===== config.mk =====
export PLATFORM = sky130hd
export DESIGN_NAME = ca_code_nco_gen
export DESIGN_NICKNAME = d
export VERILOG_FILES = /design/src/rtl/ca_code_nco_gen.sv
export SDC_FILE = /design/constraint.sdc
export NUM_CORES = 1
export LEC_CHECK = 0
export CAP_MARGIN = 5
export CORE_AREA = 3 3 90 134
export DETAILED_ROUTE_END_ITERATION = 8
export DIE_AREA = 0 0 93 137
export HOLD_SLACK_MARGIN = 0.08
export PLACE_DENSITY = 0.6
export SYNTH_ARGS = -nofsm -noshare
export SYNTH_HDL_FRONTEND = slang
export SYNTH_SLANG_ARGS = --single-unit
export TNS_END_PERCENT = 50

===== constraint.sdc =====
create_clock -name clk -period 5.3 [get_ports clk]
set_input_delay 1.06 -clock clk [delete_from_list [all_inputs] [get_ports clk]]
set_output_delay 1.06 -clock clk [all_outputs]
set_load 0.05 [all_outputs]

===== src/rtl/ca_code_nco_gen.sv =====
`default_nettype none
// ============================================================================
// Module   : ca_code_nco_gen
// Brief    : GPS L1 C/A Gold-code generator, run-time PRN 1..32, programmable
//            chip divider. Optional early/late taps via CA_EPL_EN.
// Revision : 1.0 - initial release
// ============================================================================
module ca_code_nco_gen #(
  parameter int DIV_WIDTH = 16
) (
  input  logic                 clk,
  input  logic                 rst,
  input  logic                 start,
  input  logic                 en,
  input  logic [5:0]           prn_sel,
  input  logic [DIV_WIDTH-1:0] div_val,
  output logic                 chip_out,
  output logic                 chip_early,
  output logic                 chip_late,
  output logic                 chip_stb,
  output logic                 epoch,
  output logic [9:0]           chip_idx,
  output logic                 running,
  output logic                 prn_err
);

  typedef enum logic [0:0] {
    S_IDLE = 1'b0,
    S_RUN  = 1'b1
  } state_t;

  localparam logic [9:0]           c_LFSR_SEED = 10'h3FF;
  localparam logic [9:0]           c_LAST_CHIP = 10'd1022;
  localparam logic [DIV_WIDTH-1:0] c_DIV_ONE   = {{(DIV_WIDTH-1){1'b0}}, 1'b1};

  state_t               r_state;
  state_t               w_state_next;
  logic [9:0]           r_g1;
  logic [9:0]           r_g2;
  logic [9:0]           w_g1_next;
  logic [9:0]           w_g2_next;
  logic [DIV_WIDTH-1:0] r_div_cnt;
  logic [9:0]           r_chip_idx;
  logic [4:0]           r_prn;
  logic                 r_prn_err;
  logic                 r_chip_stb;
  logic                 r_epoch;
  logic                 w_prn_ok;
  logic                 w_running;
  logic                 w_advance;
  logic [7:0]           w_taps;
  logic [3:0]           w_tap_a;
  logic [3:0]           w_tap_b;
  logic                 w_chip_prompt;

  // G2 phase-selector taps as {bit_a, bit_b} (stage number minus one), index = PRN-1
  function automatic logic [7:0] g2_taps(input logic [4:0] p);
    case (p)
      5'd0:    g2_taps = {4'd1, 4'd5};
      5'd1:    g2_taps = {4'd2, 4'd6};
      5'd2:    g2_taps = {4'd3, 4'd7};
      5'd3:    g2_taps = {4'd4, 4'd8};
      5'd4:    g2_taps = {4'd0, 4'd8};
      5'd5:    g2_taps = {4'd1, 4'd9};
      5'd6:    g2_taps = {4'd0, 4'd7};
      5'd7:    g2_taps = {4'd1, 4'd8};
      5'd8:    g2_taps = {4'd2, 4'd9};
      5'd9:    g2_taps = {4'd1, 4'd2};
      5'd10:   g2_taps = {4'd2, 4'd3};
      5'd11:   g2_taps = {4'd4, 4'd5};
      5'd12:   g2_taps = {4'd5, 4'd6};
      5'd13:   g2_taps = {4'd6, 4'd7};
      5'd14:   g2_taps = {4'd7, 4'd8};
      5'd15:   g2_taps = {4'd8, 4'd9};
      5'd16:   g2_taps = {4'd0, 4'd3};
      5'd17:   g2_taps = {4'd1, 4'd4};
      5'd18:   g2_taps = {4'd2, 4'd5};
      5'd19:   g2_taps = {4'd3, 4'd6};
      5'd20:   g2_taps = {4'd4, 4'd7};
      5'd21:   g2_taps = {4'd5, 4'd8};
      5'd22:   g2_taps = {4'd0, 4'd2};
      5'd23:   g2_taps = {4'd3, 4'd5};
      5'd24:   g2_taps = {4'd4, 4'd6};
      5'd25:   g2_taps = {4'd5, 4'd7};
      5'd26:   g2_taps = {4'd6, 4'd8};
      5'd27:   g2_taps = {4'd7, 4'd9};
      5'd28:   g2_taps = {4'd0, 4'd5};
      5'd29:   g2_taps = {4'd1, 4'd6};
      5'd30:   g2_taps = {4'd2, 4'd7};
      default: g2_taps = {4'd3, 4'd8};
    endcase
  endfunction

  assign w_prn_ok  = (prn_sel != 6'd0) && (prn_sel <= 6'd32);
  assign w_running = (r_state == S_RUN);
  assign w_advance = w_running && en && (r_div_cnt == '0);

  assign w_taps  = g2_taps(r_prn);
  assign w_tap_a = w_taps[7:4];
  assign w_tap_b = w_taps[3:0];

  assign w_g1_next = {r_g1[8:0], r_g1[2] ^ r_g1[9]};
  assign w_g2_next = {r_g2[8:0], ^{r_g2[1], r_g2[2], r_g2[5], r_g2[7], r_g2[8], r_g2[9]}};

  assign w_chip_prompt = r_g1[9] ^ r_g2[w_tap_a] ^ r_g2[w_tap_b];

  always_ff @(posedge clk) begin
    if (rst) begin
      r_state <= S_IDLE;
    end else begin
      r_state <= w_state_next;
    end
  end

  always_comb begin
    w_state_next = r_state;
    if (start) begin
      w_state_next = w_prn_ok ? S_RUN : S_IDLE;
    end
  end

  // start outranks the divider, so a start on a chip boundary discards the shift
  always_ff @(posedge clk) begin
    if (rst) begin
      r_g1       <= c_LFSR_SEED;
      r_g2       <= c_LFSR_SEED;
      r_div_cnt  <= '0;
      r_chip_idx <= '0;
      r_prn      <= '0;
      r_prn_err  <= 1'b0;
      r_chip_stb <= 1'b0;
      r_epoch    <= 1'b0;
    end else begin
      r_chip_stb <= 1'b0;
      r_epoch    <= 1'b0;
      if (start) begin
        r_prn_err <= ~w_prn_ok;
        if (w_prn_ok) begin
          r_prn      <= prn_sel[4:0] - 5'd1;
          r_g1       <= c_LFSR_SEED;
          r_g2       <= c_LFSR_SEED;
          r_chip_idx <= '0;
          r_div_cnt  <= div_val;
          r_chip_stb <= 1'b1;
          r_epoch    <= 1'b1;
        end
      end else if (w_running && en) begin
        if (r_div_cnt != '0) begin
          r_div_cnt <= r_div_cnt - c_DIV_ONE;
        end else begin
          r_g1       <= w_g1_next;
          r_g2       <= w_g2_next;
          r_chip_idx <= (r_chip_idx == c_LAST_CHIP) ? 10'd0 : r_chip_idx + 10'd1;
          r_div_cnt  <= div_val;
          r_chip_stb <= 1'b1;
          r_epoch    <= (r_chip_idx == c_LAST_CHIP);
        end
      end
    end
  end

`ifdef CA_EPL_EN
  logic r_late;

  always_ff @(posedge clk) begin
    if (rst) begin
      r_late <= 1'b0;
    end else if (start) begin
      if (w_prn_ok) begin
        r_late <= 1'b0;
      end
    end else if (w_advance) begin
      r_late <= chip_out;
    end
  end

  assign chip_early = w_running & (w_g1_next[9] ^ w_g2_next[w_tap_a] ^ w_g2_next[w_tap_b]);
  assign chip_late  = w_running & r_late;
`else
  assign chip_early = 1'b0;
  assign chip_late  = 1'b0;
`endif

  assign chip_out = w_running & w_chip_prompt;
  assign chip_stb = r_chip_stb;
  assign epoch    = r_epoch;
  assign chip_idx = r_chip_idx;
  assign running  = w_running;
  assign prn_err  = r_prn_err;

endmodule
`default_nettype wire


# --- After elaboration in Yosys (flattened, before gate mapping) ---
# Memories as Yosys holds them, arrays and structs flattened. A register that Yosys moved wholly into a read port is not among the register bits.
# Index checks and enable logic that the tools add are counted.
op_classes:
  n_addsub: 3
  multipliers: 0
  div_mod_pow: 0
  order_cmp: 3
  eq_ne: 3
  n_shift: 0
  n_mux: 29
  bitwise_logic: 5
  n_reduce_logical: 9
ops:
  columns: ["op", "count"]
  rows:
  - ["10-bit two-way mux", 12]
  - ["16-bit two-way mux", 4]
  - ["16-bit nonzero test", 1]
  - ["16-bit by 1-bit subtractor with 16-bit output, second input constant", 1]
  - ["10-bit by 1-bit adder with 10-bit output, second input constant", 1]
  - ["10-bit == test, second input constant", 1]
  - ["4-bit by 5-bit less-than comparator with 1-bit output, second input constant", 2]
  - ["5-bit two-way mux", 2]
  - ["1-bit two-way mux", 9]
  - ["1-bit binary-select mux with 4-bit select", 2]
  - ["6-bit less-or-equal comparator, second input constant", 1]
  - ["6-bit nonzero test", 1]
  - ["6-bit XOR reduction", 1]
  - ["5-bit by 1-bit subtractor with 5-bit output, second input constant", 1]
  - ["2-bit AND reduction", 2]
  - ["3-bit AND reduction", 1]
  - ["1-bit XOR", 3]
  - ["1-bit logical AND", 2]
  - ["2-bit by 1-bit != test with 1-bit output, second input constant", 1]
  - ["2-bit != test, second input constant", 1]
  - ["2-bit nonzero test", 1]
  - ["1-bit bitwise AND", 1]
  - ["1-bit inverter", 1]
word_totals:
  reg_bits: 55
  latch_bits: 0
  ramBits: 0
  romBits: 256
  inputBits: 26
  output_inout_bits: 17
  word_cells: 62
  memories: 1
mem_list:
  columns: ["memory", "words", "width", "read_ports", "rd_ports_with_merged_regs", "wr", "line", "source"]
  rows:
  - ["(no name shown)", 32, 8, 1, 1, 0, "58", "case (p)"]

# --- Depth between registers and ports, before layout ---
depth:
  ltp_word: 5
  mapped_depth: 12

# --- Worst setup path before layout ---
# No wires, ideal clock.
synth_path:
  kind: "input port to flip-flop"
  start: "in prn_sel[0]"
  end: "reg, netlist name w_taps[0]"
  arrival_time_ns: 3.865
  required_time_ns: 5.165
  slack_ns: 1.300
  cell_stages: 12
  path_buffers: 0
  path_cell_list: "inv_1 ha_1 nor4b_4 mux2_2 and2_1 a211oi_1 inv_1 ha_1 inv_1 a2111oi_0 a211o_1 a22oi_2"
synth_between:
  elab_chain_cells: 5
  elab_cells_between_ends: 7
  classes_between: "1 x add/sub; 1 x order compare; 2 x mux; 3 x reduce/logical"
synth_rtl:
  columns: ["item", "line", "source"]
  rows:
  - ["from (decl)", "15", "input logic [5:0] prn_sel,"]
  - ["6-bit less-or-equal comparator or 6-bit nonzero test (tied branches)", "94", "assign w_prn_ok = (prn_sel != 6'd0) && (prn_sel <= 6'd32);"]
  - ["1-bit logical AND", "94", null]
  - ["2-bit AND reduction (no line)", null, null]
  - ["5-bit two-way mux (no line) * (2 in series)", null, null]
# Mark *: on every way between the ends. The rest lies on a longest branch, timed or not.
# A chain may end at the register's enable or synchronous reset.

# --- Final worst setup path ---
layout_path:
  start: "in prn_sel[0]"
  end: "reg, netlist name w_taps[0]"
layout_between:
  elab_chain_cells: 5
  elab_cells_between_ends: 7
  classes_between: "1 x add/sub; 1 x order compare; 2 x mux; 3 x reduce/logical"
layout_rtl:
  columns: ["item", "line"]
  rows:
  - ["6-bit less-or-equal comparator or 6-bit nonzero test (tied branches)", "94"]
  - ["1-bit logical AND", "94"]
  - ["2-bit AND reduction (no line)", null]
  - ["5-bit two-way mux (no line) * (2 in series)", null]
# Marked as above.

==> metrics.md <==
| Metric | Value |
|---|---|
| Final Max Slew Viols | 0 |
| DP Worst Slack | 0.842 ns |
| Crit path buf inv count | 5 |
| Final core utilization | 0.417 |
| Tmin final | 4.15 ns |
| CTS Root Cell | clkbuf_16 |
| Crit-path cells | clkdlybuf4s50_1, inv_1, ha_1, nor4b_4, mux2_2, and2_1, a211oi_1, buf_4, inv_1, ha_1, inv_1, a2111oi_0, a211o_1, a22oi_2 |
| Core area | 11100 sq um |
| Mapped Area | 3800 sq um |
| Largest net degree at the start of global routing | 32 |
| Drt initial violations | 217 |
| Hold EP | r_div_cnt[7] |
| H-tree levels | 3 |
| Sequential-to-total area share from yosys stat | 0.332 |
| Diode count | 0 |
| Crit path max-delay family | buffers and inverters |
| Antenna viol nets, final | 0 |
| Global route total overflow | 0 |
| Yosys warns | 0 |
| I/O pin count | 43 |
| Area delta synth->final | 21.3% |
| Power per cell area | 296 nW/um^2 |
| Share of layout cells above drive strength 1 | 0.0733 |
| TritonCTS clock tree | yes |
| Clk_lat worst skew | 0.32 ns |
| Final WL | 10.4 mm |
| Logic pwr share | 0.194 |
| Switching Fraction | 0.276 |
| Drt pass-1 iters | 5 |
| Reg2Reg Launch Point | r_div_cnt[0] |
| Status | finished, final reports clean |
| CP startpoint kind | input port |
| Worst VDD drop | 0.166 mV |
| Seq cells post-synth | 63 |
| HP Class | reg -> reg |
| Synth unique cells | 63 |
| Maxcap violations | 0 |
| Critical path depth in cells | 14 |
| Crit path max fanout | 8 |
| Yosys top cell area share | 0.332 |
| Hold Crit Depth | 2 |
| CTS buffer count | 9 |
| Critical path class | in -> reg |
| Final Hold Viols | 0 |
| Ys async rst share | 0 |
| CTS resizes | 0 |
| Top cell by count, worst path | inv_1 |
| CTS clk-pin slew, worst paths | 0.05 ns |
| Final Cell Area | 4610 sq um |
| Top-count cell post-synth | dfxtp_1 |
| Layout net count | 542 |
| Area after DPL | 4320 sq um |
| Wire length of the first global-routing pass | 17.6 mm |
| CP arrival | 4.34 ns |
| Setup WS post-layout | 1.15 ns |
| Sw power | 0.000377 W |
| Die extent in x | 93 microns |
| CP max-delay cell | clkdlybuf4s50_1 |
| Final setup violation count | 0 |
| R2R depth | 8 |
| Row Count | 47 |
| Via/cell ratio | 5.58 |
| Endpoint class of the critical path | flop |
| Reg power frac | 0.385 |
| Top post-synthesis cells by count | dfxtp_1 (63), nor2_1 (61), o21ai_0 (45), nor3_1 (33), nand2_1 (25) |
| Placer Congestion | 0.853 |
| Die height | 137 microns |
| FF-to-FF End | r_div_cnt[6] |
| Die area | 12700 sq um |
| Hold_sp | r_div_cnt[7] |
| Number of synthesized flops with an enable pin | 0 |
| Area leader, netlist | dfxtp_1 |
| HPWL Detailed | 7.51 mm |
| Clock network power share | 0.421 |
| Clock Skew | 0.00453 ns |
| Cell-internal power | 0.000988 W |
| Cts hold-fix bufs | 0 |
| Post-CTS Setup Bufs | 0 |
| Synth top area cells | dfxtp_1 (33%), nor2_1 (6.0%), o21ai_0 (5.9%) |
| WL/cell | 15.9 microns |
| IO Port Bufs | 40 |
| CP max stage delay | 0.50 ns |
| Worst Tran Pin Value | 1.24 ns |
| Initial Util | 0.344 |
| P_leak | 1.68 nW |
| Syn Area/Cell | 8.04 sq um |
| CP required | 5.49 ns |
| FMAX | 0.241 GHz |
| Top_reg_cell synth | dfxtp_1 |
| CTS Sinks | 63 |
| Number of global-route vias before repair | 3587 |
| RSZ-0062 raised after global routing | no |
| Reg2Reg Setup Slack | 2.61 ns |
| GRT Overall Usage | 0.172 |
| Max Root-Sink Buffers | 2 |
| Slew margin rel. | 0.174 |
| TNS Setup | 0 ns |
| Residual DRC | 0 |
| Fin crit share | 0.783 |
| Post-Syn Instances | 473 |
| Initial antenna violation count | 0 |
| Via count | 3641 |
-- sequential cells by signal, summed over array words and instances, names as in the netlist --
register	flops
r_prn	5
r_div_cnt	16
running	1
epoch	1
prn_err	1
chip_idx	10
r_g1	10
w_taps	8
r_g2	10
chip_stb	1
-- cell families after synthesis --
kind of cell | share of synthesized area
AO/OA/AOI/OAI | 0.252
XOR/XNOR | 0.0415
adder cells (fa/ha/maj) | 0.0428
buffers and inverters | 0.0579
flip-flops | 0.332
multiplexers | 0.0592
other | 0.000987
AND/OR/NAND/NOR | 0.213
-- power by group through the flow --
stage | combinational (W) | sequential (W) | clock [W]
2_1_floorplan | 0.000183 | 0.000535 | 0
3_5_place_dp | 0.000263 | 0.000535 | 0
6_report | 0.000265 | 0.000526 | 0.000575
3_3_place_gp | 0.000259 | 0.000535 | 0
4_1_cts | 0.000264 | 0.000526 | 0.000589
5_1_grt | 0.000293 | 0.000530 | 0.000609
-- layout by cell type, fill, tap and decap left out, drive strengths merged, types with 6 or more instances in the layout --
cell and instances:
clkdlybuf4s50 40, dfxtp 63, buf 8, xnor2 9
mux2 6, a21oi 20, nor3 33, nand3 9
o211ai 9, and2 6, nor2 61, inv 23
clkbuf 12, o21ai 45, mux2i 6, ha 13
xor2 9, a211oi 16, nand2 25, a221oi 7
-- per-layer routing --
layer / vias up / share of wire / GRT usage
met4: 0 / 0.029 / 0.0839
met5: - / 0 / 0
met1: 1742 / 0.41 / 0.198
met2: 96 / 0.52 / 0.305
li1: 1785 / - / -
met3: 18 / 0.039 / 0.0281
-- through the flow --
stage	instances	power [W]	hold WS (ns)
3_3_place_gp	639	0.000794	0.467
3_5_place_dp	639	0.000798	0.479
2_1_floorplan	474	0.000718	0.454
4_1_cts	652	0.00138	0.486
5_1_grt	652	0.00143	0.527
6_report	652	0.00137	0.481
-- area by class of cell --
class | count | area, sq um
clock inverter | 1 | 30.0
tap | 147 | 184
sequential | 63 | 1260
inverter | 24 | 90.1
multi-input combinational | 357 | 2330
fill | 1175 | 6450
clock buffer | 12 | 256
timing repair buffer | 48 | 460
-- worst max-delay path by stage --
stage                     slack, ns       start        end
after floorplan                1.30  prn_sel[0]  w_taps[0]
after global placement         0.93  prn_sel[0]  w_taps[0]
after detailed placement       0.84  prn_sel[0]  w_taps[0]
after CTS                      1.16  prn_sel[0]  w_taps[0]
after global routing           0.90  prn_sel[0]  w_taps[0]
final                          1.15  prn_sel[0]  w_taps[0]
-- worst register-to-register path, cell delays in order, from the launching register on --
cell      delay (ns)
dfxtp_1         0.35
inv_1           0.10
ha_1            0.25
nor4b_1         0.15
and4_1          0.25
a21oi_2         0.92
nor2_1          0.12
a41o_1          0.25
a211oi_1        0.21
(Power assumes the default switching activity.)
==> patch: new RTL, same flow settings <==
Change the parameter `DIV_WIDTH` from 16 to 32.
--- a/src/rtl/ca_code_nco_gen.sv
+++ b/src/rtl/ca_code_nco_gen.sv
@@ -6,7 +6,7 @@
 // Revision : 1.0 - initial release
 // ============================================================================
 module ca_code_nco_gen #(
-  parameter int DIV_WIDTH = 16
+  parameter int DIV_WIDTH = 32
 ) (
   input  logic                 clk,
   input  logic                 rst,
Ports: changed (resized div_val); port bits go from 43 to 59. No check against the original RTL was run, so the function may have changed too.
==> patch against the unedited design <==
  * Sequential cell count grew 16
  * Final cell count is 23% higher
  * Power increased by 35%
  * Final area grew 27%
  * Wire length is 37% higher
  * Setup slack better by 0.094 ns
  * Sequential power increased by 26%
  * Synthesized cell count is 31% higher
  * Via count rose by 35%
  * Global-route usage rose by 5.7 points
  * Area after synthesis is 30% higher
  * Largest power group unchanged
==> patch: results (changes against the unedited design) <==
[status]
status = finished, final reports clean

[sta]
worst_pin_slew_ns = 1.035  ; -0.2039 ns
min_period_ns = 4.057  ; -0.09414 ns
fin_skew_ns = 0.01392  ; +0.009395 ns
whs_ns = 0.4785  ; -0.002667 ns

[logic_synthesis]
seq_area_frac_synth_pct = 32.12  ; -1.1 points
synth_xor_area_share_pct = 3.024  ; -1.1 points
synth_commonest_cells = dfxtp_1, nor2_1, a21oi_1
syn_inst = 620  ; +31%
synthDistinctLibCells = 66  ; +4.8%
synth_compound_area_share_pct = 24.22  ; -1.0 points
synthAdderAreaFrac_pct = 3.304  ; -0.98 points
synth.top_cells.by_area = dfxtp_1, a21oi_1, o32ai_1

[grt]
grt_pass1_vias = 4712  ; +31%
gr-usage-met2_pct = 42.32  ; +12 points
grt_max_degree = 45  ; +41%
grt_pass1_wl_um = 23270  ; +32%
met3_usage_pct = 3.520  ; +0.72 points
globalRouteMet1Util_pct = 25.12  ; +5.3 points

[placed_design]
placed_cells_incl_taps = 787  ; +23%
placed_area_um2 = 5544  ; +28%
io_buffers = 56  ; +40%
place_ws_ns = 0.9100  ; +0.06769 ns
dpl.hpwl_um = 10240  ; +36%
finalWeightedCongestion = 0.8806  ; +3.3%

[final_layout]
final_util_pct = 53.15  ; +11 points
final_nets = 706  ; +30%
regArea_um2 = 1582  ; +25%
drive_above_1_share_pct = 7.622  ; +0.30 points
inverters = 42  ; +75%
n_fill_cell = 1139  ; -3.1%
n_all_buffers = 68  ; +42%
largest_register_ffs = 32  ; +16
clock_area_share_pct = 5.643  ; -0.57 points
comb.multi_input.count = 451  ; +26%
multi_input_area_share_pct = 50.64  ; +0.15 points

[power_and_ir_drop]
vdd_drop_max_mv = 0.1763  ; +6.4%
p_clk_share_pct = 38.4  ; -3.7 points
leakagePower_nw = 2.090  ; +25%
seq-power_uw = 663  ; +26%
p_sw_uw = 611.2  ; +62%
p_per_area_nw_per_um2 = 314.8  ; +6.3%

[clocking]
clk_pin_slew_worst_paths_ns = 0.07  ; +0.02 ns
cts-root-buf = clkbuf_16

[drt]
first_iter_violations = 257  ; +18%
wl_per_cell_um = 17.74  ; +11%
wirelength_um = 14250  ; +37%
drtPass1Iterations = 6  ; +1

[critical_path]
rr_endpoint = r_div_cnt[18]
cpMaxStageDelayCell = mux2_2
r2r_cells = 6  ; -2
r2r-start = r_div_cnt[15]
critical_path_peak_fanout = 13  ; +5

[hold_path]
hold_path_end = r_div_cnt[13]
worstHoldStart = r_div_cnt[13]

[patch: cell count changes in the layout (fill, tap and decap cells not counted), moves of 9 or more]
cell             unedited run  this run
a21oi_1                    19        49
clkdlybuf4s50_1            40        55
dfxtp_1                    63        79
inv_1                      22        41
mux2i_1                     5        18
nor2_1                     61        52
nor3_1                     33        42
nor4_1                      4        14
o32ai_1                     3        26
or3_1                       1        13
[patch: worst max-delay path: cells and delay by family]
family          cells  cell delay, ns
compound gates      2            0.45
buf+inv             3            0.71
fa+ha+maj           2            0.55
mux                 2            0.83
simple gates        2            0.67
[patch: per-layer routing]
metal | vias to the layer above | share of wire [%]
met3 | 33 | 4.4
met4 | 0 | 2.9
li1 | 2357 | -
met1 | 2355 | 40
met5 | - | 0
met2 | 175 | 53
[patch: logic make-up after synthesis]
kind of cell	after synthesis
other	1
adders and majority gates	13
buffers and inverters	91
DFF	79
muxes	27
xor gates and xnor gates	17
AOI/OAI and AO/OA	181
and+or+nand+nor	211
